### src/rtl/alu_rr_scheduler.sv
// alu_rr_scheduler: shares one registered 4-bit ALU between two requesters.
// Each accepted op runs IDLE -> EXEC -> WAIT -> RESP. Arbitration is round-robin
// and happens only in IDLE. Per-requester completion counters are kept.
module alu_rr_scheduler #(
  parameter int FIRST_GRANT = 0,
  parameter int CNT_W       = 8
) (
  input  logic             clk,
  input  logic             reset,
  // requester 0
  input  logic             req0_valid,
  output logic             req0_ready,
  input  logic [3:0]       req0_a,
  input  logic [3:0]       req0_b,
  input  logic [3:0]       req0_op,
  // requester 1
  input  logic             req1_valid,
  output logic             req1_ready,
  input  logic [3:0]       req1_a,
  input  logic [3:0]       req1_b,
  input  logic [3:0]       req1_op,
  // shared ALU
  output logic [3:0]       alu_a,
  output logic [3:0]       alu_b,
  output logic [2:0]       alu_s,
  output logic             alu_cin,
  input  logic [3:0]       alu_f,
  input  logic             alu_cout,
  // response
  output logic             resp_valid,
  output logic             resp_id,
  output logic [3:0]       resp_f,
  output logic             resp_cout,
  output logic             resp_err,
  output logic             busy,
  output logic [CNT_W-1:0] done_cnt0,
  output logic [CNT_W-1:0] done_cnt1
);

  typedef enum logic [1:0] {IDLE, EXEC, WAIT, RESP} state_t;

  // last_grant starts on the requester that must lose the first tie
  localparam logic LAST_GRANT_RST = (FIRST_GRANT == 0) ? 1'b1 : 1'b0;

  state_t           state_q, state_d;
  logic             last_grant_q;
  logic             winner;
  logic             accept;
  logic [3:0]       a_q, b_q, op_q;
  logic             id_q;
  logic [3:0]       resp_f_q;
  logic             resp_cout_q, resp_err_q, resp_id_q;
  logic [CNT_W-1:0] cnt0_q, cnt1_q;
  logic             op_undef;

  // State register
  always_ff @(posedge clk) begin
    // NOTE: clocked state uses non-blocking assignments so every register
    // samples pre-edge values regardless of process ordering.
    if (reset) state_q <= IDLE;
    else       state_q <= state_d;
  end

  // Next-state logic: the only conditional transition is the accept out of IDLE
  always_comb begin
    // NOTE: default assignment first so no path through the case leaves
    // state_d unassigned, which would infer a latch.
    state_d = state_q;
    unique case (state_q)
      IDLE: if (accept) state_d = EXEC;
      EXEC: state_d = WAIT;
      WAIT: state_d = RESP;
      RESP: state_d = IDLE;
      default: state_d = IDLE;
    endcase
  end

  // Round-robin pick: a lone requester wins, a tie goes to the one not granted last
  always_comb begin
    winner = 1'b0;
    if (req0_valid && req1_valid) winner = ~last_grant_q;
    else if (req1_valid)          winner = 1'b1;
  end

  // Output logic: handshake, busy and the response strobe
  always_comb begin
    req0_ready = (state_q == IDLE) && !reset && !winner && req0_valid;
    req1_ready = (state_q == IDLE) && !reset &&  winner && req1_valid;
    accept     = req0_ready || req1_ready;
    busy       = (state_q != IDLE);
    resp_valid = (state_q == RESP);
  end

  // The four codes with S[2]=1 and Cin=0 are undefined; the ALU returns 0 for them
  assign op_undef = (op_q == 4'b1000) || (op_q == 4'b1010) ||
                    (op_q == 4'b1100) || (op_q == 4'b1110);

  // Datapath: latch the winning op, capture the ALU result, count completions
  always_ff @(posedge clk) begin
    if (reset) begin
      last_grant_q <= LAST_GRANT_RST;
      a_q          <= '0;
      b_q          <= '0;
      op_q         <= '0;
      id_q         <= 1'b0;
      resp_f_q     <= '0;
      resp_cout_q  <= 1'b0;
      resp_err_q   <= 1'b0;
      resp_id_q    <= 1'b0;
      cnt0_q       <= '0;
      cnt1_q       <= '0;
    end else begin
      if (accept) begin
        a_q          <= winner ? req1_a  : req0_a;
        b_q          <= winner ? req1_b  : req0_b;
        op_q         <= winner ? req1_op : req0_op;
        id_q         <= winner;
        last_grant_q <= winner;
      end
      if (state_q == WAIT) begin
        resp_f_q    <= alu_f;
        resp_cout_q <= alu_cout;
        resp_err_q  <= op_undef;
        resp_id_q   <= id_q;
      end
      if (state_q == RESP) begin
        if (id_q) cnt1_q <= cnt1_q + 1'b1;
        else      cnt0_q <= cnt0_q + 1'b1;
      end
    end
  end

  // ALU lines come straight from the op registers, so they only move after an accept
  assign alu_a     = a_q;
  assign alu_b     = b_q;
  assign alu_s     = op_q[3:1];
  assign alu_cin   = op_q[0];
  assign resp_f    = resp_f_q;
  assign resp_cout = resp_cout_q;
  assign resp_err  = resp_err_q;
  assign resp_id   = resp_id_q;
  assign done_cnt0 = cnt0_q;
  assign done_cnt1 = cnt1_q;

endmodule

### config.mk
export PLATFORM = sky130hd
export DESIGN_NAME = alu_rr_scheduler
export DESIGN_NICKNAME = d
export VERILOG_FILES = /design/src/rtl/alu_rr_scheduler.sv
export SDC_FILE = /design/constraint.sdc
export NUM_CORES = 1
export LEC_CHECK = 0
export CORE_MARGIN = 2
export CORE_UTILIZATION = 40
export CTS_CLUSTER_SIZE = 16
export DETAILED_ROUTE_END_ITERATION = 7
export PLACE_DENSITY_LB_ADDON = 0.08
export SYNTH_ARGS = -nofsm -noshare
export SYNTH_HDL_FRONTEND = slang
export SYNTH_SLANG_ARGS = --single-unit
### constraint.sdc
create_clock -name clk -period 3.6 [get_ports clk]
set_input_delay 0.36 -clock clk [delete_from_list [all_inputs] [get_ports clk]]
set_output_delay 0.36 -clock clk [all_outputs]
set_load 0.05 [all_outputs]
# Yosys cells after proc, flatten, opt, wreduce, memory -nomap -nowiden
# Cells that the tools add are included.
[word_totals]
reg_bits = 39
in_bits = 33
out_inout_bits = 39
word_cells = 47
[classes]
add_sub_neg = 2
eq_ne = 8
muxes = 7
bitwise_logic = 2
reduce_logical = 16
[op_table]
columns = ["cell", "count"]
rows = [
  ["$add 8x1->8 const B", 2],
  ["$eq 4x4->1 const B", 4],
  ["$mux 4", 3],
  ["$pmux 2 s4", 1],
  ["$logic_and 1x1->1", 6],
  ["$eq 2x2->1 const B", 2],
  ["$logic_or 1x1->1", 4],
  ["$reduce_and 2->1", 2],
  ["$eq 2x1->1 const B", 1],
  ["$logic_not 1->1", 2],
  ["$logic_not 2->1", 1],
  ["$mux 1", 2],
  ["$mux 2", 1],
  ["$ne 2x2->1 const B", 1],
  ["$not 1->1", 2],
  ["$reduce_bool 2->1", 1],
]

# Logic depth before layout (Yosys ltp)
[depth]
word_depth = 8
depth_mapped = 7
mapped_depth_nobuf = 6

# Least setup slack after synthesis
# No wires, ideal clock.
[synth_path]
kind = "input to output"
startpoint = "in req0_valid"
endpoint = "out req0_ready"
t_arrival_ns = 1.876
required_ns = 3.240
path_slack_ns = 1.364
path_stages = 4
n_path_buf = 1
path_cell_list = "nand2_1 and2_0 buf_2 nor3_1"
[synth_via]
elab_chain_len = 5
[synth_rtl]
columns = ["element", "line", "rtl"]
rows = [
  ["start, declared", "11", "input logic req0_valid,"],
  ["$logic_and 1x1->1", "81", "if (req0_valid && req1_valid) winner = ~last_grant_q;"],
  ["$mux 1", "81", ""],
  ["$logic_not 1->1", "87", "req0_ready = (state_q == IDLE) && !reset && !winner && req0_valid;"],
  ["$logic_and 1x1->1", "87", ""],
  ["$logic_and 1x1->1 (*)", "87", ""],
  ["end, declared", "12", "output logic req0_ready,"],
]
# Every way passes the cells marked *; elsewhere a longest branch is shown, timed or not.

# Worst setup path after layout
# Ends and elaborated chain as after synthesis.

==> out/results.ini <==
[run_status]
status = finished, final reports clean

[synthesis]
synthArstFlopShare_pct = 0
synth_top_area_cell = dfxtp_1
avgSynthCellArea_um2 = 8.771
synth.cell_area_mm2 = 0.001745
ys.flop_type = dfxtp_1
synth_mux_area_share_pct = 4.588
ys_ff_latch = 39
ys_types = 32
synth_top_family_by_area = simple AND/OR/NAND/NOR gates
synth.top_cell.area_share_pct = 44.73
synthTopCellsByArea = dfxtp_1 (45%), nor2_1 (8.2%), nand2_1 (7.7%)
synth_compound_area_share_pct = 12.11
synthAdderAreaFrac_pct = 4.301
synth_xor_area_share_pct = 6.022
synth-warning-count = 0
syn_inst = 199
synth_edf_count = 0
synth_seq_area_share_pct = 44.73
syn-num-nets = 238
synth-simple-area-share_pct = 23.66

[global_route]
grt_overflow = 0
grt_pass1_vias = 1363
antenna_found_initial = 0
grt_start_max_net_pins = 44
grt_use_total_pct = 15.50
grt_pass1_wl_um = 6161

[timing]
slew_viol_final = 0
worst_slew_pin_slew_ps = 960.3
slew-limit-headroom_pct = 35.77
timing.final.ws_setup_ps = 954.6
setup_tns_ps = 0
fmax_mhz = 378.0
hold-worst-slack_ps = 477.3
finalSetupViolCount = 0
finalHoldViolations = 0
final.setup_skew_ps = 7.864
rsz0062_at_grt = false
period_share_pct = 73.48
period_minus_slack_ps = 2645

[worst_setup_path]
cp_max_fo = 13
crit_top_cell = clkdlybuf4s50_1
crit_arrival_ps = 2290
reg2reg_slack_ps = 1550
endpoint_kind = primary output
cp.required_ps = 3240
cpMaxStageDelayCell = clkdlybuf4s50_1
path_buf_inv = 3
start_kind = input pin
cp_cell_sequence = clkdlybuf4s50_1 -> nand2_1 -> and2_0 -> buf_4 -> nor3_1 -> clkdlybuf4s50_1
slowest_delay_ps = 830
crit_type = in2out
cp_top_family = buffers and inverters

[place]
place_congestion = 0.7135
pre_cts_slack_ps = 953.1
hpwl_um = 2623
io_buffer_count = 71
dp_cells = 311
post_dp_cell_area_mm2 = 0.002462

[clock_tree]
clk_pin_slew_ps = 80
clock_path_buffers = 2
h-tree-depth = 2
cts_tree = done
clkLatencyLatePin_ps = 290
post_cts_buffers = 0
clockRootBuffer = clkbuf_8
cts_hold_buf = 0
cts-buffers-inserted = 5
cts.sinks = 39
cts_resized = 0

[layout]
fin_util_pct = 60.50
stdcell_count = 319
syn_to_final_growth_pct = 47.81
design_area_mm2 = 0.002580
layout_commonest_cell = clkdlybuf4s50_1
fill_cells = 393
seq_area_um2 = 780.7
finalNetCount = 305
n_antenna_cell = 0
mostFrequentLayoutCells = clkdlybuf4s50_1 (70), dfxtp_1 (39), nor2_1 (38)
multi_input_comb_area_um2 = 884.6
drive_gt1_share_pct = 7.491

[pwr]
p_per_area_mw_per_mm2 = 641.7
power_mw = 1.656
vdd_drop_max_uv = 541.8
p_leak_nw = 0.9496

[die]
ios = 72
row_count = 24
coreArea_mm2 = 0.004264
die_x_um = 70.06
initial_core_util_pct = 40.93
die_area_mm2 = 0.004908
dieHeight_um = 70.06

[route]
wl_per_cell_um = 11.64
via_per_inst = 4.846
drc_errors = 0
drt_pass1_iterations = 4
ant_nets = 0
wl_um = 3712
num_vias = 1546
drtIter0Drc = 59

[min_path]
min_path_type = reg2reg

[flow_run]
max_cap_violations = 0

## flip-flops by register name, indices dropped and copies added (netlist names)
register,count
done_cnt1,8
resp_cout,1
alu_b,4
done_cnt0,8
resp_err,1
id_q,1
last_grant_q,1
alu_a,4
resp_id,1
resp_f,4
op_q,4
state_q,2
## routing by layer
metal	vias to the layer above	share of wire, %	track usage [%]	wire [um]
li1	800	-	-	-
met2	47	44	24.02	1620
met4	0	1.4	6.410	53
met5	-	0	0	0
met1	694	47	19.31	1728
met3	5	8.4	5.916	310
## synth_stat cells, types with 2 or more instances
cell	instances
a21oi_1	5
a311oi_1	4
a311oi_2	8
and3_1	2
buf_1	2
buf_2	3
clkbuf_1	4
dfxtp_1	39
ha_1	6
inv_1	4
mux2i_1	8
nand2_1	36
nand3_1	4
nand4_1	5
nor2_1	38
nor3_1	2
o21ai_0	3
or3_1	2
xnor2_1	4
xor2_1	8
## where the power goes
part | total [mW] | internal (mW) | switching [mW]
registers | 0.552 | 0.504 | 0.0478
clock network | 0.376 | 0.224 | 0.152
logic | 0.728 | 0.267 | 0.461
## area by class of cell
type                            count  area share (%)
Clock buffer                        6           3.201
Multi-Input combinational cell    143           34.29
Inverter                            5          0.7275
Timing Repair Buffer               72           27.64
Sequential cell                    39           30.26
Clock inverter                      2           1.358
Tap cell                           52           2.522
## worst min-delay path, cell delays in order, from the launching register on
cell,delay (ps)
dfxtp_1,320
nand2b_1,60
a21oi_1,50
## logic make-up (layout without fill, tap and decap cells)
| group | after synthesis | after routing |
|---|---|---|
| AOI/OAI and AO/OA | 22 | 22 |
| xor gates and xnor gates | 12 | 12 |
| adders and majority gates | 6 | 6 |
| buffers and inverters | 17 | 85 |
| DFF | 39 | 39 |
| muxes | 8 | 8 |
| and+or+nand+nor | 95 | 95 |
## final timing paths
path,startpoint,to,depth (start not counted)
worst min-delay path,resp_err,resp_err,2
worst max-delay path,req0_valid,req0_ready,6
worst max register to register,state_q[0],alu_b[3],6
worst min register to register,resp_err,resp_err,2
Note: power is estimated with default switching activity, not from simulation.
